**config.mk**
```make
export PLATFORM = sky130hd
export DESIGN_NAME = div_ctrl
export DESIGN_NICKNAME = d
export VERILOG_FILES = /design/src/rtl/div_ctrl.sv
export SDC_FILE = /design/constraint.sdc
export NUM_CORES = 1
export LEC_CHECK = 0
export BUFFER_PORTS_ARGS = -buffer_cell sky130_fd_sc_hd__clkbuf_2
export CAP_MARGIN = 20
export CORE_MARGIN = 1.5
export CORE_UTILIZATION = 45
export CTS_CLUSTER_SIZE = 8
export DETAILED_ROUTE_END_ITERATION = 8
export PLACE_DENSITY = 0.8
export SYNTH_ARGS = -nofsm -noshare
export SYNTH_HDL_FRONTEND = slang
export SYNTH_SLANG_ARGS = --single-unit
export TNS_END_PERCENT = 10
```
**constraint.sdc**
```tcl
create_clock -name clk -period 1.6 [get_ports clk]
set_clock_uncertainty 0.2 [all_clocks]
set_input_delay 0.08 -clock clk [delete_from_list [all_inputs] [get_ports clk]]
set_output_delay 0.08 -clock clk [all_outputs]
set_load 0.01 [all_outputs]
```
**src/rtl/div_ctrl.sv**
```systemverilog
// Multi-cycle divide sequencer between the EX stage and an iterative divider.
// Optional feature: define DIV_ZERO_FAST_EN to retire zero-divisor divides without starting the divider.
module div_ctrl (
    input  logic        clk,
    input  logic        rst,
    input  logic [7:0]  i_aluop,
    input  logic [31:0] i_reg1_data,
    input  logic [31:0] i_reg2_data,
    input  logic        i_flush,
    input  logic        i_ex_stall,
    input  logic [63:0] i_div_result,
    input  logic        i_div_ready,
    output logic [31:0] o_div_opdata1,
    output logic [31:0] o_div_opdata2,
    output logic        o_div_signed,
    output logic        o_div_start,
    output logic        o_div_annul,
    output logic        o_stallreq,
    output logic [31:0] o_hi,
    output logic [31:0] o_lo,
    output logic        o_whilo
);

    localparam int unsigned DW = 32;
    localparam logic [7:0] ALU_DIV  = 8'b00011010;
    localparam logic [7:0] ALU_DIVU = 8'b00011011;

    typedef enum logic [1:0] {IDLE, BUSY, DONE} state_t;

    state_t         state;
    state_t         state_nx;
    logic           div_op_c;
    logic           zero_div_c;
    logic           stallreq_c;
    logic           annul_c;
    logic           load_ops_c;
    logic           capture_c;
    logic           fast_zero_c;
    logic           whilo_q;
    logic [DW-1:0]  hi_q;
    logic [DW-1:0]  lo_q;

    assign div_op_c = ((i_aluop == ALU_DIV) || (i_aluop == ALU_DIVU)) && !i_flush;

`ifdef DIV_ZERO_FAST_EN
    assign zero_div_c = (i_reg2_data == '0);
`else
    assign zero_div_c = 1'b0;
`endif

    // Next-state and per-cycle control strobes
    always_comb begin
        state_nx    = state;
        stallreq_c  = 1'b0;
        annul_c     = 1'b0;
        load_ops_c  = 1'b0;
        capture_c   = 1'b0;
        fast_zero_c = 1'b0;
        case (state)
            IDLE: begin
                if (div_op_c) begin
                    stallreq_c = 1'b1;
                    load_ops_c = 1'b1;
                    if (zero_div_c) begin
                        fast_zero_c = 1'b1;
                        state_nx    = DONE;
                    end else begin
                        state_nx = BUSY;
                    end
                end
            end
            BUSY: begin
                stallreq_c = 1'b1;
                if (i_flush) begin
                    annul_c  = 1'b1;
                    state_nx = IDLE;
                end else if (i_div_ready) begin
                    capture_c = 1'b1;
                    state_nx  = DONE;
                end
            end
            DONE: begin
                // Hold the HI/LO write until EX is free to retire the instruction
                if (i_flush || !i_ex_stall) begin
                    state_nx = IDLE;
                end
            end
            default: state_nx = IDLE;
        endcase
    end

    always_ff @(posedge clk) begin
        if (rst) begin
            state         <= IDLE;
            o_div_start   <= 1'b0;
            o_div_signed  <= 1'b0;
            o_div_opdata1 <= '0;
            o_div_opdata2 <= '0;
            whilo_q       <= 1'b0;
            hi_q          <= '0;
            lo_q          <= '0;
        end else begin
            state       <= state_nx;
            o_div_start <= (state_nx == BUSY);
            whilo_q     <= (state_nx == DONE);
            if (load_ops_c) begin
                o_div_opdata1 <= i_reg1_data;
                o_div_opdata2 <= i_reg2_data;
                o_div_signed  <= (i_aluop == ALU_DIV);
            end
            if (capture_c) begin
                hi_q <= i_div_result[63:32];
                lo_q <= i_div_result[31:0];
            end else if (fast_zero_c) begin
                hi_q <= '0;
                lo_q <= '0;
            end
        end
    end

    // A flush or reset in DONE must suppress the write in the same cycle
    assign o_whilo     = whilo_q && !i_flush && !rst;
    assign o_stallreq  = stallreq_c;
    assign o_div_annul = annul_c;
    assign o_hi        = hi_q;
    assign o_lo        = lo_q;

endmodule

```
==> key figures, run 1 <==
STA
  • Pins Over Slew Limit: 0
  • Tightest hold margin: around 0.019 ns
  • RSZ-0062 raised after global routing: yes
  • Final Hold Viols: 0
  • Worst-Margin Slew: roughly 0.36 ns
  • Worst setup margin: -0.0418 ns
  • Tcrit/Tclk final: 103%
  • Final setup vio count: 6
  • Max-slew headroom: around 76%
  • Min Tclk post-route: 1.64 ns
  • F_max: about 0.61 GHz

Finish
  • Most frequent cells in the layout: clkbuf_2 (272), dlygate4sd3_1 (140), dfxtp_1 (131), nand2b_1 (128), nand2_1 (128)
  • Fill cells: around 640
  • Area growth syn-to-layout: 70.2%
  • Fin cells: 1150
  • Share of cells above drive strength 1: between 30% and 40%
  • Layout Nets: around 1100
  • Post-route cell area: about 9000 um^2
  • Most common cell after layout, fill and taps aside: clkbuf_2

Setup path
  • Arrival @ worst endpoint: between 1.5 and 2 ns
  • CP required: about 1.7 ns
  • Element type at the critical path end: flip-flop
  • R2R cell count: 5
  • CP Max Fanout: 10
  • FF-to-FF End: o_hi[24]
  • Crit path launch: state[0]
  • FF-to-FF setup slack: -0.04 ns
  • Critical Path Source Type: flip-flop
  • Critical path class: reg -> reg
  • Launch point of the worst reg-to-reg path: state[0]

GRT
  • Vias in the first global route: between 6000 and 7000
  • GR Overflow Total: 0
  • First-pass GRT wire length: a little under 30000 um
  • Total GRT Usage: 30.2%
  • Initial antenna violation count: 1
  • Largest net degree at the start of global routing: 63

Logic synthesis
  • Synth unique cells: 22
  • Yosys warning count: 0
  • Yosys reg bits: between 100 and 150
  • Synthesized area: ~5300 um^2
  • Sequential share of the synthesized area: approximately half
  • Avg Inst Size Synth: ~9 um^2
  • Syn nets: approximately 730
  • Cell count after synthesis: 584

Clock network
  • Worst-path clk slew: around 0.050 ns
  • CTS Root Cell: clkbuf_16
  • H-tree Lvls: 4
  • Num CTS Buffers: 17
  • Worst-Skew Late Latency: approximately 0.42 ns
  • CTS max path bufs: 2
  • CTS tree: done
  • Clock Sinks: 133

Floorplan
  • Die Y: between 100 and 150 um
  • DIE AREA: about 12000 um^2
  • Die X: between 100 and 150 um
  • Row cnt: 39
  • Initial Util: a little under half
  • Core Box Area: between 10000 and 15000 um^2
  • I/O Pins: around 270

Worst hold path
  • Hold_sp: i_aluop[1]
  • Min-Delay Path Depth: 4
  • Hold WC Path Type: in -> reg
  • Hold endpoint: state[0]

Routing
  • Routed WL: between 15000 and 20000 um
  • Initial drt markers: 390
  • DRC: 0
  • Via density: 5.04
  • Final ANT Viol Nets: 0
  • Drt pass-1 iters: 5
  • Post-DR wirelength/cell: roughly 17 um
  • Via Count: between 5000 and 6000

Power and ir drop
  • Maximum VDD drop: 0.000752 V
  • Leakage: roughly 4.3 nW
  • Cell Pwr Density: between 800 and 900 nW/um^2

Outcome
  • Failing checks: setup timing
  • Outcome: finished, violations left

Placement
  • Final HPWL DP: just under 10000 um
  • Port buffer count: roughly 270
  • Dpl cell area: 6860 um^2
  • Final GP Congestion: around 0.77
  • Placed Cells: a little under 1000

Flow run
  • Maxcap violations: 0
[worst max-delay path by stage]
stage,endpoint,slack [ns],cells past startpoint
final,o_hi[24],-0.04,5
after global routing,o_hi[2],-0.12,5
after CTS,o_lo[21],0.04,6
after detailed placement,o_div_opdata1[2],0.08,6
after global placement,o_div_opdata2[17],0.11,6
after floorplan,o_hi[0],0.13,6
[per-stage QoR]
stage	setup WS [ns]	utilization, %	total power [W]	setup TNS, ns
3_3_place_gp	0.114	59.8	0.00376	0
4_1_cts	0.0374	77.5	0.00808	0
6_report	-0.0418	78.8	0.00811	-0.0977
5_1_grt	-0.117	78.8	0.00833	-1.72
2_1_floorplan	0.127	-	0.00355	0
3_5_place_dp	0.0793	59.8	0.00376	0
[state kept, by name, indices dropped and copies added (netlist names)]
name,count
o_div_opdata1,32
whilo_q,1
o_div_signed,1
o_div_start,1
o_div_opdata2,32
state,2
o_hi,32
o_lo,32
[power breakdown]
group | switching (W) | total (W) | internal, W
clock network | 0.00146 | 0.00410 | 0.00264
registers | 0.00000262 | 0.00332 | 0.00332
logic | 0.000242 | 0.000686 | 0.000444
[critical path, stage by stage (launching register included)]
cell	delay, ns
dfxtp_4	0.36
nor4bb_4	0.38
buf_4	0.22
buf_6	0.15
nand2_1	0.09
a21oi_2	0.16
[cells by family after synthesis]
group	after synthesis	share of synthesized area, %
flops	133	50.1
mux	65	12.3
compound gates	68	6.50
simple gates	273	26.6
buf+inv	45	4.48
[cell usage after synthesis]
cell type | count | area (um^2)
nor4_1 | 2 | 12.5
buf_6 | 6 | 67.6
nor2b_1 | 2 | 12.5
and3b_1 | 1 | 8.76
clkbuf_1 | 20 | 75.1
mux2_2 | 1 | 11.3
a211oi_1 | 2 | 15.0
clkbuf_2 | 1 | 5.00
nand3_1 | 1 | 5.00
dfxtp_1 | 133 | 2660
nor3b_1 | 1 | 7.51
buf_2 | 18 | 90.1
mux2i_1 | 64 | 641
and4bb_2 | 1 | 12.5
nor4bb_1 | 2 | 20.0
nand2b_1 | 128 | 801
a21oi_1 | 66 | 330
nand3b_1 | 2 | 15.0
nor2_1 | 3 | 11.3
nand2_1 | 128 | 480
nand4bb_1 | 1 | 11.3
nor4b_2 | 1 | 15.0
[metal layers]
| metal | track usage, % | wire length, um |
|---|---|---|
| met1 | 31.9 | 7200 |
| met2 | 54.3 | 9860 |
| met3 | 8.44 | 1480 |
| met4 | 15.9 | 905 |
| met5 | 0 | 0 |
[final cells by class]
class / instances / area, um^2 / share of cell area (%)
Antenna cell: 1 / 2.50 / 0.0277
Clock buffer: 19 / 443 / 4.90
Clock inverter: 13 / 181 / 2.01
Multi-Input combinational cell: 406 / 2500 / 27.7
Sequential cell: 133 / 2670 / 29.5
Tap cell: 143 / 179 / 1.98
Timing Repair Buffer: 435 / 3060 / 33.9
[what timing repair did]
| item | 4_1_cts | 5_1_grt |
|---|---|---|
| endpoints found under the hold margin | 133 | 0 |
| hold buffers | 140 | 0 |
| cloned | 0 | 3 |
| resized for setup | 1 | 24 |
| endpoints found under the setup margin | 1 | 28 |
| setup buffers | 0 | 2 |
| pin swaps | 0 | 1 |
Note: power is estimated with default switching activity, not from simulation.
==> inputs of run 2 (changes only) <==
==> config.mk (replaced) <==
export PLATFORM = sky130hd
export DESIGN_NAME = div_ctrl
export DESIGN_NICKNAME = d
export VERILOG_FILES = /design/src/rtl/div_ctrl.sv
export SDC_FILE = /design/constraint.sdc
export NUM_CORES = 1
export LEC_CHECK = 0
export ABC_AREA = 1
export BUFFER_PORTS_ARGS = -buffer_cell sky130_fd_sc_hd__clkbuf_2
export CAP_MARGIN = 20
export CORE_MARGIN = 1.5
export CORE_UTILIZATION = 44
export CTS_CLUSTER_SIZE = 8
export DETAILED_ROUTE_END_ITERATION = 8
export PLACE_DENSITY = 0.79
export SYNTH_ARGS = -nofsm -noshare
export SYNTH_HDL_FRONTEND = slang
export SYNTH_SLANG_ARGS = --single-unit
==> key figures, run 2 <==
Finish
  • Most frequent cells in the layout: clkbuf_2 (273), nor2_1 (262), nand2_1 (138), dlygate4sd3_1 (138), dfxtp_1 (132)
  • Share of cells above drive strength 1: 28.6% (-6.2 points)
  • Final Util: 77.8% (-1.0 points)
  • Area growth syn-to-layout: 69.6%
  • Fill cells: 647 (+1.9%)
  • Layout Nets: 1271 (+12%)
  • Most common cell after layout, fill and taps aside: clkbuf_2
  • Post-route cell area: 8540 um^2 (-5.5%)
  • Antenna fix cells: 0 (-1)

Setup path
  • Arrival @ worst endpoint: 1.71 ns (-0.07 ns)
  • CP cell instances: dlygate4sd3_1 > clkbuf_2 > nand2_1 > nor2_2 > nand3_4 > buf_12 > buf_4 > nand2_1 > nand2_1 > nor2_2
  • Crit-path slowest cell: dlygate4sd3_1
  • Critical Path Source Type: input pin
  • Buf/Inv on CP: 4 (+2)
  • CP Max Fanout: 26 (+16)
  • Kind of cell adding the most delay to the critical path: buffers and inverters
  • Element type at the critical path end: flip-flop
  • Worst stage delay on the critical path: 0.53 ns (+0.15 ns)
  • Crit path launch: i_aluop[1]
  • Cell mode on critical path: nand2_1
  • Critical path class: in -> reg
  • Launch point of the worst reg-to-reg path: state[1]
  • CP required: 1.74 ns (about the same)

STA
  • RSZ-0062 raised after global routing: yes
  • F_max: 0.636 GHz (+4.4%)
  • Final Hold Viols: 0 (unchanged)
  • Pins Over Slew Limit: 0 (unchanged)
  • Worst-Margin Slew: 0.288 ns (-0.0766 ns)
  • Tightest hold margin: 0.167 ns (+0.148 ns)
  • Final setup vio count: 0 (-6)
  • Min Tclk post-route: 1.57 ns (-0.0687 ns)
  • Worst setup margin: 0.0268 ns (+0.0687 ns)
  • Total Neg Setup Slack: 0 ns (+0.0977 ns)
  • Tcrit/Tclk final: 98.3% (-4.3 points)
  • Max-slew headroom: 80.8% (+5.1 points)

Logic synthesis
  • Yosys warning count: 0 (unchanged)
  • Fraction of registers with async set/reset: 0% (unchanged)
  • EDFF count, synth: 0 (unchanged)
  • Yosys top cell area share: 52.9% (+2.7 points)
  • Cell count after synthesis: 725 (+24%)
  • Commonest cells in the netlist: nor2_1 (265), nand2_1 (138), dfxtp_1 (133), inv_1 (73), o21ai_0 (56)
  • Synth top area cells: dfxtp_1 (53%), nor2_1 (20%), nand2_1 (10%)
  • Sequential share of the synthesized area: 52.9% (+2.7 points)
  • Primary FF master, synth: dfxtp_1
  • Yosys reg bits: 133 (unchanged)
  • Most common cell in the netlist: nor2_1
  • Avg Inst Size Synth: 6.95 um^2 (-24%)
  • Synth unique cells: 19 (-14%)
  • Syn nets: 866 (+19%)
  • Synth area leader: dfxtp_1
  • Synthesized area: 5040 um^2 (-5.2%)

Floorplan
  • Initial Util: 45.9% (-0.45 points)
  • Die X: 110 um (-1.5%)
  • I/O Pins: 274 (unchanged)
  • Die Y: 110 um (-1.5%)
  • DIE AREA: 12100 um^2 (-2.9%)
  • Row cnt: 38 (-2.6%)
  • Core Box Area: 11000 um^2 (-4.2%)

Clock network
  • CTS tree: done
  • Num CTS Buffers: 17 (unchanged)
  • CTS Root Cell: clkbuf_16
  • H-tree Lvls: 4 (unchanged)
  • Clock Sinks: 133 (unchanged)
  • CTS max path bufs: 2 (unchanged)
  • Worst-path clk slew: 0.06 ns (about the same)
  • Worst-Skew Late Latency: 0.41 ns (about the same)

Power and ir drop
  • Sw Share: 21.5% (+0.46 points)
  • Cell Pwr Density: 903 nW/um^2 (+0.70%)
  • P_sw: 0.00166 W (-2.7%)
  • Leakage: 4.50 nW (+3.7%)
  • Comb power frac: 7.9% (-0.6 points)
  • Sequential power share: 43.1% (+2.2 points)
  • Clock share of power: 49.0% (-1.6 points)
  • Maximum VDD drop: 0.00104 V (+38%)
  • Cell-internal power: 0.00606 W (-5.4%)

Outcome
  • Outcome: finished, final reports clean

Worst hold path
  • Hold_sp: i_aluop[4]
  • Hold WC Path Type: in -> reg

Routing
  • Routed WL: 18400 um (-5.3%)
  • Initial drt markers: 458 (+17%)
  • Drt pass-1 iters: 7 (+2)
  • Final ANT Viol Nets: 0 (unchanged)
  • Via Count: 6143 (+5.9%)
  • Post-DR wirelength/cell: 14.4 um (-15%)
  • Via density: 4.79 (-5.0%)
  • DRC: 0 (unchanged)

Placement
  • DP Worst Slack: 0.161 ns (+0.0818 ns)
  • Dpl cell area: 6560 um^2 (-4.3%)
  • Final GP Congestion: 0.791 (+2.4%)
  • Port buffer count: 273 (unchanged)
  • Final HPWL DP: 9590 um (-0.14%)

GRT
  • Largest net degree at the start of global routing: 52 (-17%)
  • Initial antenna violation count: 0 (-1)
  • Total GRT Usage: 29.9% (-0.23 points)
  • Vias in the first global route: 5869 (-2.4%)
  • First-pass GRT wire length: 27400 um (-7.9%)
  • GR Overflow Total: 0 (unchanged)

Flow run
  • Maxcap violations: 0 (unchanged)
## run 2: changes by cell type after synthesis, moves of 5 or more
cell | previous run | this run
o21ai_1 | 0 | 8
nand2b_1 | 128 | 0
nor2_1 | 3 | 265
a21oi_1 | 66 | 4
inv_1 | 0 | 73
mux2i_1 | 64 | 0
nand2_1 | 128 | 138
clkbuf_1 | 20 | 15
o21ai_0 | 0 | 56
## run 2: worst reg2reg max path, stage by stage (launching register included)
cell and delay [ns]:
dfxtp_1 0.32, nor2_2 0.15, nand3_4 0.10, buf_12 0.16, buf_4 0.21, nand2_1 0.10, nand2_1 0.08, nor2_2 0.16
## run 2: kinds of logic (layout without fill, tap and decap cells)
kind of cell | after synthesis | count (layout) | synth area share (%)
AND/OR/NAND/NOR | 408 | 408 | 30.8
buffers and inverters | 116 | 534 | 9.54
AO/OA/AOI/OAI | 68 | 68 | 6.76
flip-flops | 133 | 133 | 52.9
## run 2: repair_timing
action                                  in CTS  in global routing
resized for setup                            1                  5
pin swaps                                    0                  1
hold buffers                               138                  0
endpoints found under the setup margin       1                 22
endpoints found under the hold margin      133                  0
buffers inserted                             2                  0
## run 2: worst paths after layout
kind	end	slack [ns]	cells past startpoint
min	state[0]	0.17	7
max reg2reg	o_div_opdata2[17]	0.04	7
min reg2reg	o_lo[28]	0.28	2
max	o_div_opdata2[17]	0.03	10
## run 2: layout make-up
cell class	count	area, um^2	area share [%]
multi-input combinational	476	1910	22.3
timing repair buffer	427	2940	34.4
inverter	75	284	3.32
clock buffer	22	464	5.43
tap	140	175	2.05
sequential	133	2660	31.2
clock inverter	10	105	1.23
## run 2: power by group through the flow
stage / clock (W) / sequential [W] / combinational [W]
4_1_cts: 0.00380 / 0.00333 / 0.000574
6_report: 0.00378 / 0.00333 / 0.000608
3_3_place_gp: 0 / 0.00340 / 0.000308
2_1_floorplan: 0 / 0.00340 / 0.0000988
5_1_grt: 0.00400 / 0.00332 / 0.000651
3_5_place_dp: 0 / 0.00340 / 0.000311
## run 2: metal layers
layer  global-route usage [%]  up-vias  routed length (um)
met5                        0        -                   0
met4                     15.8        0                 625
met3                     10.3       55                1730
li1                         -     2973                   -
met1                     30.7     2791                6700
met2                     53.5      324                9350
## run 2: through the flow
step                      instances  total power [W]
after floorplan                 725          0.00350
after global placement         1112          0.00370
after detailed placement       1112          0.00371
after CTS                      1283          0.00770
after global routing           1283          0.00798
final                          1283          0.00772
==> inputs of run 3 (changes only) <==
--- a/config.mk
+++ b/config.mk
@@ -9,10 +9,9 @@
 export BUFFER_PORTS_ARGS = -buffer_cell sky130_fd_sc_hd__clkbuf_2
 export CAP_MARGIN = 20
 export CORE_MARGIN = 1.5
-export CORE_UTILIZATION = 44
+export CORE_UTILIZATION = 32
 export CTS_CLUSTER_SIZE = 8
 export DETAILED_ROUTE_END_ITERATION = 8
-export PLACE_DENSITY = 0.79
 export SYNTH_ARGS = -nofsm -noshare
 export SYNTH_HDL_FRONTEND = slang
 export SYNTH_SLANG_ARGS = --single-unit
==> key figures, run 3 (synthesis gave the netlist of run 2 again) <==
Outcome
  • Outcome: finished, final reports clean

Placement
  • Final GP Congestion: 0.747 (-5.6%)
  • Final HPWL DP: 9850 um (+2.7%)
  • Port buffer count: 273 (unchanged)

Finish
  • Most frequent cells in the layout: clkbuf_2 (271), nor2_1 (261), nand2_1 (136), dlygate4sd3_1 (135), dfxtp_1 (131)
  • Share of cells above drive strength 1: 29.3% (+0.67 points)
  • Sequential Area: 2670 um^2 (+0.14%)
  • Fill cells: 1373 (+110%)
  • Area occupied by multi-input gates: 1940 um^2 (+1.6%)
  • Layout Nets: 1273 (+0.16%)
  • Antenna fix cells: 0 (unchanged)
  • Area growth syn-to-layout: 72.8%
  • Final Util: 57.0% (-21 points)
  • Most common cell after layout, fill and taps aside: clkbuf_2

Floorplan
  • Die X: 128 um (+17%)
  • I/O Pins: 274 (unchanged)
  • Die Y: 128 um (+17%)
  • DIE AREA: 16500 um^2 (+36%)
  • Row cnt: 45 (+18%)
  • Core Box Area: 15300 um^2 (+39%)
  • Initial Util: 33.0% (-13 points)

Routing
  • Post-DR wirelength/cell: 11.7 um (-19%)
  • DRC: 0 (unchanged)
  • Via density: 4.18 (-13%)
  • Drt pass-1 iters: 7 (unchanged)
  • Final ANT Viol Nets: 0 (unchanged)
  • Routed WL: 15800 um (-14%)
  • Via Count: 5663 (-7.8%)
  • Initial drt markers: 219 (-52%)

STA
  • Final setup vio count: 0 (unchanged)
  • Pins Over Slew Limit: 0 (unchanged)
  • Min Tclk post-route: 1.57 ns (-0.00121 ns)
  • F_max: 0.636 GHz (about the same)
  • Max-slew headroom: 81.2% (+0.42 points)
  • Final Hold Viols: 0 (unchanged)
  • Tcrit/Tclk final: 98.2% (about the same)
  • RSZ-0062 raised after global routing: yes
  • Worst-Margin Slew: 0.281 ns (-0.00632 ns)

Power and ir drop
  • Leakage: 4.51 nW (+0.24%)
  • Cell Pwr Density: 859 nW/um^2 (-4.9%)
  • Maximum VDD drop: 0.000649 V (-37%)
  • Final Power: 0.00747 W (-3.1%)

Clock network
  • Worst-Skew Late Latency: 0.41 ns (about the same)
  • Num CTS Buffers: 17 (unchanged)
  • CTS max path bufs: 2 (unchanged)
  • Worst-path clk slew: 0.05 ns (about the same)
  • CTS Root Cell: clkbuf_16
  • CTS tree: done
  • H-tree Lvls: 4 (unchanged)
  • Clock Sinks: 133 (unchanged)

Flow run
  • Maxcap violations: 0 (unchanged)

Setup path
  • Critical Path Source Type: flip-flop
  • Buf/Inv on CP: 2 (-2)
  • Element type at the critical path end: output pin
  • Kind of cell adding the most delay to the critical path: flip-flops
  • CP required: 1.32 ns (-0.42 ns)
  • Arrival @ worst endpoint: 1.29 ns (-0.42 ns)
  • Critical path class: reg -> out
  • Crit-path slowest cell: dfxtp_4
  • CP Max Fanout: 3 (-88%)
  • CP cell instances: nor2_4 > nand3_4 > buf_12 > nand2_4 > buf_6
  • Worst stage delay on the critical path: 0.36 ns (-0.17 ns)

GRT
  • Largest net degree at the start of global routing: 65 (+25%)
  • Vias in the first global route: 5362 (-8.6%)
  • Initial antenna violation count: 0 (unchanged)
  • First-pass GRT wire length: 24900 um (-9.3%)
  • Total GRT Usage: 18.9% (-11 points)
  • GR Overflow Total: 0 (unchanged)

Worst hold path
  • Hold WC Path Type: in -> reg
==> run 3: where the power goes <==
part / total (W) / internal (W) / switching, W
Combinational: 0.000592 / 0.000382 / 0.000210
Clock: 0.00356 / 0.00216 / 0.00140
Sequential: 0.00332 / 0.00332 / 0.00000419
Total: 0.00747 / 0.00586 / 0.00162
==> run 3: final timing paths <==
path	start	endpoint	slack, ns	cells after the start
setup / recovery	state[0]	o_stallreq	0.03	5
setup reg to reg	state[0]	o_div_opdata1[17]	0.08	7
hold / removal	i_aluop[4]	o_div_signed	0.004	6
hold reg to reg	o_hi[11]	o_hi[11]	0.28	2
==> run 3: repair_timing <==
item,in CTS,in global routing
buffers inserted,2,1
hold buffers,135,0
resized for setup,8,12
gates cloned,1,1
setup endpoints to repair,2,67
pin swaps,3,2
endpoints found under the hold margin,133,0
==> run 3: layer usage <==
layer  share of wire, %  wire length [um]  GRT usage (%)  vias to the layer above
met5                  0                 0              0                        -
met2                 46              7280           31.6                      234
met1                 43              6740           21.9                     2425
li1                   -                 -              -                     2978
met4                1.7               269           6.41                        0
met3                9.8              1550           7.90                       26
==> run 3: area by class of cell <==
class                   count  area share, %
clock inverters             9          0.935
multi-input cells         476           22.3
well taps                 211           3.03
repair buffers            429           34.6
flip-flops and latches    133           30.7
clock buffers              22           5.22
inverters                  75           3.25
==> run 3: per-stage QoR <==
stage	worst slack (ns)	TNS (ns)	instance area [um^2]	hold slack, ns	cells
final	0.0280	0	8700	0.00418	1355
after CTS	-0.00848	-0.0137	8630	-0.000516	1353
after floorplan	0.248	0	5040	-0.0509	725
after global routing	-0.0289	-0.0289	8700	0.0491	1355
after detailed placement	0.0489	0	6670	0.106	1184
after global placement	0.0503	0	6670	0.102	1184
==> run 3: tightest hold or removal path, cell delays in order <==
cell      delay, ns
clkbuf_2       0.08
nand2_1        0.06
nor2_1         0.08
and2_1         0.15
nor2_1         0.08
nor2_1         0.05
